`src/rtl/dadda_mac.sv`:
```
// -----------------------------------------------------------------------------
// dadda_mac
//   Multiply-accumulate stage built around a 4x4 Dadda multiplier. Unsigned
//   operand pairs arrive over a valid/ready handshake and their products are
//   summed into a running accumulator. When the element flagged last has been
//   accumulated, the dot product is presented over a second valid/ready
//   handshake and held until the consumer takes it.
//
//   Pipeline: S1 operand register -> Dadda tree -> S2 product register ->
//   S3 accumulate. A last element accepted in cycle t is presented in t+3.
//
// Ports (dadda_mac)
//   clk        in   rising-edge clock
//   rst        in   synchronous, active-high reset
//   in_valid   in   operand pair valid
//   in_ready   out  stage can accept an operand pair
//   in_a       in   [N-1:0] unsigned multiplicand
//   in_b       in   [N-1:0] unsigned multiplier
//   in_last    in   final element of the current dot product
//   out_valid  out  result valid
//   out_ready  in   consumer accepts result
//   out_acc    out  [ACC_W-1:0] accumulated sum, mod 2^ACC_W
//   out_count  out  [CNT_W-1:0] number of products accumulated, mod 2^CNT_W
//   out_ovf    out  sticky carry-out of the accumulator for this result
//
// Ports (dadda_mul4)
//   i_a, i_b   in   [3:0] unsigned operands
//   o_p        out  [7:0] unsigned product
// -----------------------------------------------------------------------------

module dadda_mul4 (
    input  logic [3:0] i_a,
    input  logic [3:0] i_b,
    output logic [7:0] o_p
);
    // Partial products; w_pp[i][j] = a[i] & b[j] carries weight i+j.
    logic [3:0] w_pp [4];

    always_comb begin
        for (int i = 0; i < 4; i++) begin
            for (int j = 0; j < 4; j++) begin
                w_pp[i][j] = i_a[i] & i_b[j];
            end
        end
    end

    // Stage 1: reduce max column height 4 -> 3 (half adders in columns 3, 4).
    logic w_s1_3, w_c1_4, w_s1_4, w_c1_5;
    assign w_s1_3 = w_pp[0][3] ^ w_pp[1][2];
    assign w_c1_4 = w_pp[0][3] & w_pp[1][2];
    assign w_s1_4 = w_pp[1][3] ^ w_pp[2][2];
    assign w_c1_5 = w_pp[1][3] & w_pp[2][2];

    // Stage 2: reduce max column height 3 -> 2.
    logic w_s2_2, w_c2_3, w_s2_3, w_c2_4, w_s2_4, w_c2_5, w_s2_5, w_c2_6;
    assign w_s2_2 = w_pp[0][2] ^ w_pp[1][1];
    assign w_c2_3 = w_pp[0][2] & w_pp[1][1];
    assign w_s2_3 = w_s1_3 ^ w_pp[2][1] ^ w_pp[3][0];
    assign w_c2_4 = (w_s1_3 & w_pp[2][1]) | (w_s1_3 & w_pp[3][0]) | (w_pp[2][1] & w_pp[3][0]);
    assign w_s2_4 = w_s1_4 ^ w_pp[3][1] ^ w_c1_4;
    assign w_c2_5 = (w_s1_4 & w_pp[3][1]) | (w_s1_4 & w_c1_4) | (w_pp[3][1] & w_c1_4);
    assign w_s2_5 = w_pp[2][3] ^ w_pp[3][2] ^ w_c1_5;
    assign w_c2_6 = (w_pp[2][3] & w_pp[3][2]) | (w_pp[2][3] & w_c1_5) | (w_pp[3][2] & w_c1_5);

    // Final carry-propagate add of the two remaining rows.
    logic [7:0] w_row_x, w_row_y;
    assign w_row_x = {1'b0, w_pp[3][3], w_s2_5, w_s2_4, w_s2_3, w_s2_2, w_pp[0][1], w_pp[0][0]};
    assign w_row_y = {1'b0, w_c2_6, w_c2_5, w_c2_4, w_c2_3, w_pp[2][0], w_pp[1][0], 1'b0};
    assign o_p     = w_row_x + w_row_y;
endmodule

module dadda_mac #(
    parameter int N     = 4,
    parameter int ACC_W = 12,
    parameter int CNT_W = 8
) (
    input  logic             clk,
    input  logic             rst,
    input  logic             in_valid,
    output logic             in_ready,
    input  logic [N-1:0]     in_a,
    input  logic [N-1:0]     in_b,
    input  logic             in_last,
    output logic             out_valid,
    input  logic             out_ready,
    output logic [ACC_W-1:0] out_acc,
    output logic [CNT_W-1:0] out_count,
    output logic             out_ovf
);
    localparam int PAD = ACC_W - 2 * N;

    typedef enum logic {ST_ACCUM, ST_HOLD} state_t;

    state_t           r_state, w_next_state;
    logic             r_s1_valid, r_s1_last;
    logic [N-1:0]     r_s1_a, r_s1_b;
    logic             r_s2_valid, r_s2_last;
    logic [2*N-1:0]   r_s2_prod;
    logic [ACC_W-1:0] r_acc;
    logic [CNT_W-1:0] r_count;
    logic             r_ovf;
    logic             r_last_seen;   // last element accepted, still draining

    logic [2*N-1:0]   w_prod;
    logic [ACC_W:0]   w_sum;
    logic             w_accept, w_commit_last, w_out_fire;

    dadda_mul4 u_mul (
        .i_a (r_s1_a),
        .i_b (r_s1_b),
        .o_p (w_prod)
    );

    assign w_accept      = in_valid && in_ready;
    assign w_commit_last = r_s2_valid && r_s2_last;
    assign w_out_fire    = out_valid && out_ready;
    // Extra top bit captures the carry out of the ACC_W-bit add.
    assign w_sum         = {1'b0, r_acc} + {{(PAD + 1){1'b0}}, r_s2_prod};

    // NOTE: every signal driven here gets a default first, so no path can
    // leave one unassigned and infer a latch.
    always_comb begin
        w_next_state = r_state;
        in_ready     = 1'b0;
        out_valid    = 1'b0;
        unique case (r_state)
            ST_ACCUM: begin
                in_ready = !r_last_seen;
                if (w_commit_last) w_next_state = ST_HOLD;
            end
            ST_HOLD: begin
                out_valid = 1'b1;
                if (out_ready) w_next_state = ST_ACCUM;
            end
            default: w_next_state = ST_ACCUM;
        endcase
        // Running sums stay hidden until the result is complete.
        out_acc   = out_valid ? r_acc   : '0;
        out_count = out_valid ? r_count : '0;
        out_ovf   = out_valid && r_ovf;
    end

    // NOTE: sequential state uses non-blocking assignments so every register
    // samples the pre-edge values, independent of statement order.
    always_ff @(posedge clk) begin
        if (rst) begin
            r_state     <= ST_ACCUM;
            r_s1_valid  <= 1'b0;
            r_s1_last   <= 1'b0;
            r_s2_valid  <= 1'b0;
            r_s2_last   <= 1'b0;
            r_last_seen <= 1'b0;
            r_acc       <= '0;
            r_count     <= '0;
            r_ovf       <= 1'b0;
        end else begin
            r_state    <= w_next_state;
            r_s1_valid <= w_accept;
            r_s1_last  <= w_accept && in_last;
            r_s2_valid <= r_s1_valid;
            r_s2_last  <= r_s1_valid && r_s1_last;

            if (w_accept && in_last) r_last_seen <= 1'b1;
            else if (w_commit_last)  r_last_seen <= 1'b0;

            if (w_out_fire) begin
                r_acc   <= '0;
                r_count <= '0;
                r_ovf   <= 1'b0;
            end else if (r_s2_valid) begin
                r_acc   <= w_sum[ACC_W-1:0];
                r_count <= r_count + CNT_W'(1);
                r_ovf   <= r_ovf | w_sum[ACC_W];
            end
        end
    end

    // NOTE: payload registers carry no reset; they are only consumed when the
    // matching valid bit, which is reset, says they hold real data.
    always_ff @(posedge clk) begin
        if (w_accept) begin
            r_s1_a <= in_a;
            r_s1_b <= in_b;
        end
        r_s2_prod <= w_prod;
    end
endmodule

```
`config.mk`:
```
export PLATFORM = sky130hd
export DESIGN_NAME = dadda_mac
export DESIGN_NICKNAME = d
export VERILOG_FILES = /design/src/rtl/dadda_mac.sv
export SDC_FILE = /design/constraint.sdc
export NUM_CORES = 1
export LEC_CHECK = 0
export BUFFER_PORTS_ARGS = -buffer_cell sky130_fd_sc_hd__buf_2
export CORE_MARGIN = 1.5
export CORE_UTILIZATION = 51
export DETAILED_ROUTE_END_ITERATION = 10
export MAX_ROUTING_LAYER = met4
export PLACE_DENSITY_LB_ADDON = 0.15
export SLEW_MARGIN = 20
export SYNTH_ARGS = -nofsm -noshare
export SYNTH_HDL_FRONTEND = slang
export SYNTH_SLANG_ARGS = --single-unit
```
`constraint.sdc`:
```
create_clock -name clk -period 2.4 [get_ports clk]
set_input_delay 0.48 -clock clk [delete_from_list [all_inputs] [get_ports clk]]
set_output_delay 0.48 -clock clk [all_outputs]
set_load 0.1 [all_outputs]
```
* After elaboration in Yosys (flattened, before gate mapping)
Index checks and enable logic that the tools add are counted.
W data, S select, Z words.
** Operators by class
- Bitwise logic cells :: 45
- Reductions and logical operators :: 9
- Mux-type cells :: 9
- Add/sub/neg operators :: 3
** Operator list (number)
- $and A1 B1 Y1 :: 28
- $add A12 B8 Y13 :: 1
- $mux W12 :: 1
- $xor A1 B1 Y1 :: 9
- $add A7 B7 Y8 :: 1
- $add A8 B1 Y8 const B :: 1
- $mux W8 :: 1
- $or A1 B1 Y1 :: 7
- $logic_and A1 B1 Y1 :: 6
- $mux W1 :: 6
- $pmux W1 S2 :: 1
- $reduce_bool A2 Y1 :: 1
- $reduce_or A2 Y1 :: 1
- $logic_not A1 Y1 :: 1
- $not A1 Y1 :: 1
** Word-level totals
- Word-level logic and storage cells :: 78
- Output and inout bits :: 23
- Input bits :: 13
- Bits in registers :: 43

* Logic depth before layout (Yosys ltp)
- Depth in word-level cells :: 6
- Gate-level depth with buffers :: 10
- Mapped depth without buffers :: 10

* Modules after synthesis
Synthesis repeated with hierarchy kept, for this count alone.
** Second synthesis, totals
- Cell total of the unflattened synthesis :: 244
- Area total of the unflattened synthesis :: 2398.6 sq um
** By module, submodules not included
- dadda_mac :: times used 1, sequential area each 940.9 sq um, area an instance 1963.1 sq um, cells an instance 194
- dadda_mul4 :: times used 1, sequential area each 0.0 sq um, area an instance 435.4 sq um, cells an instance 50

* Least setup slack after synthesis
OpenSTA, ideal clock, no wires.
- Path type :: reg-to-reg
- Start point :: register r_state
- End point :: register r_s1_a[0] (enable)
- Setup slack :: -0.503 ns
- Arrival :: 2.574 ns
- Period minus slack after synthesis :: 2.903 ns
- Data required time :: 2.071 ns
- Cell stages (with the launch flop) :: 4
- Setup time :: 0.329 ns
- Buffers on the path :: 0
- Cells stage by stage :: dfxtp_1 -> nor2_1 -> nand2_1 -> inv_1
** Between the ends
- Word-level cells in the longest chain between the ends :: 2
** RTL lines
- start: declaration :: line 94 : state_t r_state, w_next_state;
- start signal: assignment :: line 157 : r_state <= w_next_state;
- $mux W1 :: line 126 : unique case (r_state)
- via in_ready :: line 80 : output logic in_ready,
- $logic_and A1 B1 Y1 :: line 114 : assign w_accept = in_valid && in_ready;
- via w_accept :: line 106 : logic w_accept, w_commit_last, w_out_fire;
- end signal: assignment :: line 182 : r_s1_a <= in_a;
- end: declaration :: line 96 : logic [N-1:0] r_s1_a, r_s1_b;
The timed path passes the listed nets, and every way through them passes these cells.
A chain may end at the register's enable or synchronous reset.

* Worst setup path after layout
- Start point :: register r_s1_a[0]
- End point :: register r_s2_prod[7]
** Between the ends
- Word-level cells in the longest chain between the ends :: 6
- Elaborated cells between the ends (all ways) :: 20
- Those cells by class :: add/sub: 1; bitwise: 19
** RTL lines
- $and A1 B1 Y1 :: line 42 : w_pp[i][j] = i_a[i] & i_b[j];
- $xor A1 B1 Y1 / $and A1 B1 Y1 (equally long branches) :: line 49, 50
- $and A1 B1 Y1 (on tied branches) :: line 59, 61
- $or A1 B1 Y1 (on tied branches) (2 in a row) :: line 59, 61
- $add A7 B7 Y8 * :: line 69 : assign o_p = w_row_x + w_row_y;
- via u_mul.o_p[7] :: line 34 : output logic [7:0] o_p
- end signal: assignment :: line 185 : r_s2_prod <= w_prod;
- end: declaration :: line 98 : logic [2*N-1:0] r_s2_prod;
Mark *: on every way through the listed nets, which the timed path passes. The rest lies on a longest branch.

==> reports/metrics.cfg <==
[clock_network]
cts_tree=built
root_buffer=clkbuf_8
numCtsBuffers=5
clockBufferDepth=2
holdBufCountCts=0
clk_pin_slew_worst_paths_ns=0.07
clock_sinks=43
clock_latency_ns=0.29
htree_num_levels=2

[setup_path]
timing.critical_path.buf_inv=2
r2r_slack_ns=0.13
crit_family=adder cells
required_ns=2.59
max_stage_delay_ns=0.48
startpoint=r_s1_a[0]
slowest_stage=fa_1
r2r_start=r_s1_a[0]
worstPathCellList=and2_1 > ha_1 > inv_1 > fa_1 > inv_2 > ha_4 > a21o_1 > a21oi_2 > o21bai_1 > a21o_1
crit_type=reg2reg
r2r_cells=10
cp.arrival_ns=2.46
path_max_fanout=4
crit-reg2reg-capture=r_s2_prod[7]
setup.worst_path.start_class=flip-flop
endpoint_kind=flip-flop
crit_top_cell=a21o_1

[placement]
dpl.hpwl_um=2871
dpl_worst_slack_ns=-0.03488
port_buffers=35
dpl-instance-area_um2=2547
place_congestion=0.8193
dpl.cell_count=325

[cells_and_area]
final_nets=316
layout_commonest_cell=and2_1
drive_above_1_share=0.2107
final_cell_mix=37 x and2_1, 35 x buf_2, 34 x dfxtp_1
final_cells=332
fill_cells=385
antenna_cells=0
syn_to_final_growth_pct=17.32
fin_area_um2=2653

[min_path]
whs_endpoint=r_s1_a[1]
hold_path.class=in2reg
min_from=in_a[1]
timing.hold.worst_path_depth=1

[global_routing]
antenna_found_initial=0
track_usage=0.1725
grt_pass1_vias=1560
overflow=0
grt_max_degree=27
grt_first_pass_wirelength_um=6555

[drt]
num_vias=1666
detail_route.iter0.violations=58
drcViolationCount=0
wire_per_inst_um=11.19
drtPass1Iterations=4
antenna_left=0
viasPerCell=5.018
wirelength_um=3714

[synthesis]
ys_seq_area_frac=0.4162
synth-adder-area-share=0.1439
synthXorXnorAreaFrac=0.06586
synth-compound-area-share=0.1350
synth_nets=271
synthCells=235
muxShareOfSynthArea=0.01328
syn-cell-area_um2=2261
syn-mean-instance-area_um2=9.621
ys_warn_count=0
synth_cell_types=35
synth_top_family_by_area=simple AND/OR/NAND/NOR gates
synth-simple-area-share=0.1931
synth_seq_cells=43

[sta]
whs_ns=0.3697
setup_slack_ns=0.1256
period_needed_ns=2.274
relSlewSlack=0.6484
post-route-period-util=0.9477
tns_ns=0
final.setup_skew_ns=0.009466
maxSlewViolCount=0
fmax_mhz=439.7
worstMarginPinSlew_ns=0.5274
hold_viol_final=0
setup_viol=0

[pwr]
p_switching_uw=421.5
p_comb_frac=0.212
switching_share=0.2680
intPower_mw=1.151
leakage_nw=1.217
power.share.clock=0.268
irDropWorstVdd_uv=433.7
powerDensity_nw_per_um2=592.9
seq_power_share=0.520

[floorplanning]
core_um2=4324
dieHeight_um=69.58
die_area_um2=4841
ios=36
rows=24
start_util=0.5229
die_w_um=69.58

[status]
status=finished, final reports clean

[job]
cap_violations=0

## power groups by stage
stage                     Combinational, mW  Sequential (mW)  Clock (mW)
after floorplan                       0.246            0.826           0
after global placement                0.312            0.836           0
after detailed placement              0.314            0.835           0
after CTS                             0.321            0.818       0.438
after global routing                  0.377            0.825       0.462
final                                 0.333            0.817       0.422
## worst register-to-register path, cell delays in order (launching register included)
cell	delay, ns
edfxtp_1	0.41
and2_1	0.16
ha_1	0.27
inv_1	0.04
fa_1	0.48
inv_2	0.05
ha_4	0.22
a21o_1	0.17
a21oi_2	0.14
o21bai_1	0.07
a21o_1	0.17
## state kept, by name, indices dropped and copies added (netlist names)
signal	cells
r_s2_valid	1
r_s2_prod	8
r_s1_valid	1
r_s1_b	4
r_acc	12
r_s1_last	1
r_s1_a	4
r_count	8
r_s2_last	1
r_last_seen	1
r_state	1
r_ovf	1
## Yosys cell counts, drive strengths merged
cell type  count  share of area
nand3          6          0.013
a2bb2oi        1         0.0066
o21bai         2         0.0066
fa             5          0.044
ha            18           0.10
a21oi         16          0.035
and3           1         0.0028
or3            3         0.0083
dfxtp         35           0.31
nand4          4          0.011
buf            2         0.0044
edfxtp         8           0.11
a211oi         3          0.010
xor2           8          0.031
o211ai         4          0.015
mux2i          3          0.013
nand2b         1         0.0028
and2          37           0.10
o21a           1         0.0033
nor2b          1         0.0028
o31ai          1         0.0033
nor2          18          0.030
a22oi          1         0.0033
nand2         12          0.020
clkbuf         3         0.0050
a21o           7          0.024
o21ai          9          0.022
inv           13          0.022
clkinv         1         0.0017
a31oi          1         0.0028
xnor2          9          0.035
o22ai          1         0.0028
## cells by family after synthesis
group / Yosys count
AND/OR/NAND/NOR: 83
AO/OA/AOI/OAI: 47
flip-flops: 43
adder cells (fa/ha/maj): 23
buffers and inverters: 19
XOR/XNOR: 17
multiplexers: 3
## final cells by class
class,count,area [µm²],share of cell area
Tap cell,52,65.06,0.02453
Inverter,14,52.55,0.01981
Multi-Input combinational cell,173,1281,0.4830
Sequential cell,43,942.2,0.3552
Clock buffer,7,76.32,0.02877
Timing Repair Buffer,43,235.2,0.08868
## worst max path at each step
stage,endpoint,cells after the start
global placement,r_s2_prod[7],10
floorplan,r_s2_prod[7],10
global route,r_s2_prod[6],9
CTS,r_s2_prod[7],10
detailed placement,r_s2_prod[7],10
finish,r_s2_prod[7],10
## metal layers
metal	track usage	wire, µm
met4	0.04575	41
met5	-	0
met2	0.2746	1794
met1	0.2178	1757
met3	0.04797	120
## repair_timing
action                     4_1_cts  5_1_grt
resized for setup                1        3
setup endpoints to repair        2        3
setup buffers                    0        0
pin swaps                        0        5
hold endpoints to repair         0        0
## metrics by stage
step / total power, mW / util
3_3_place_gp: 1.147 / 0.5891
6_report: 1.573 / 0.6134
3_5_place_dp: 1.149 / 0.5891
5_1_grt: 1.664 / 0.6134
4_1_cts: 1.578 / 0.6097
2_1_floorplan: 1.072 / -
(Power assumes the default switching activity.)
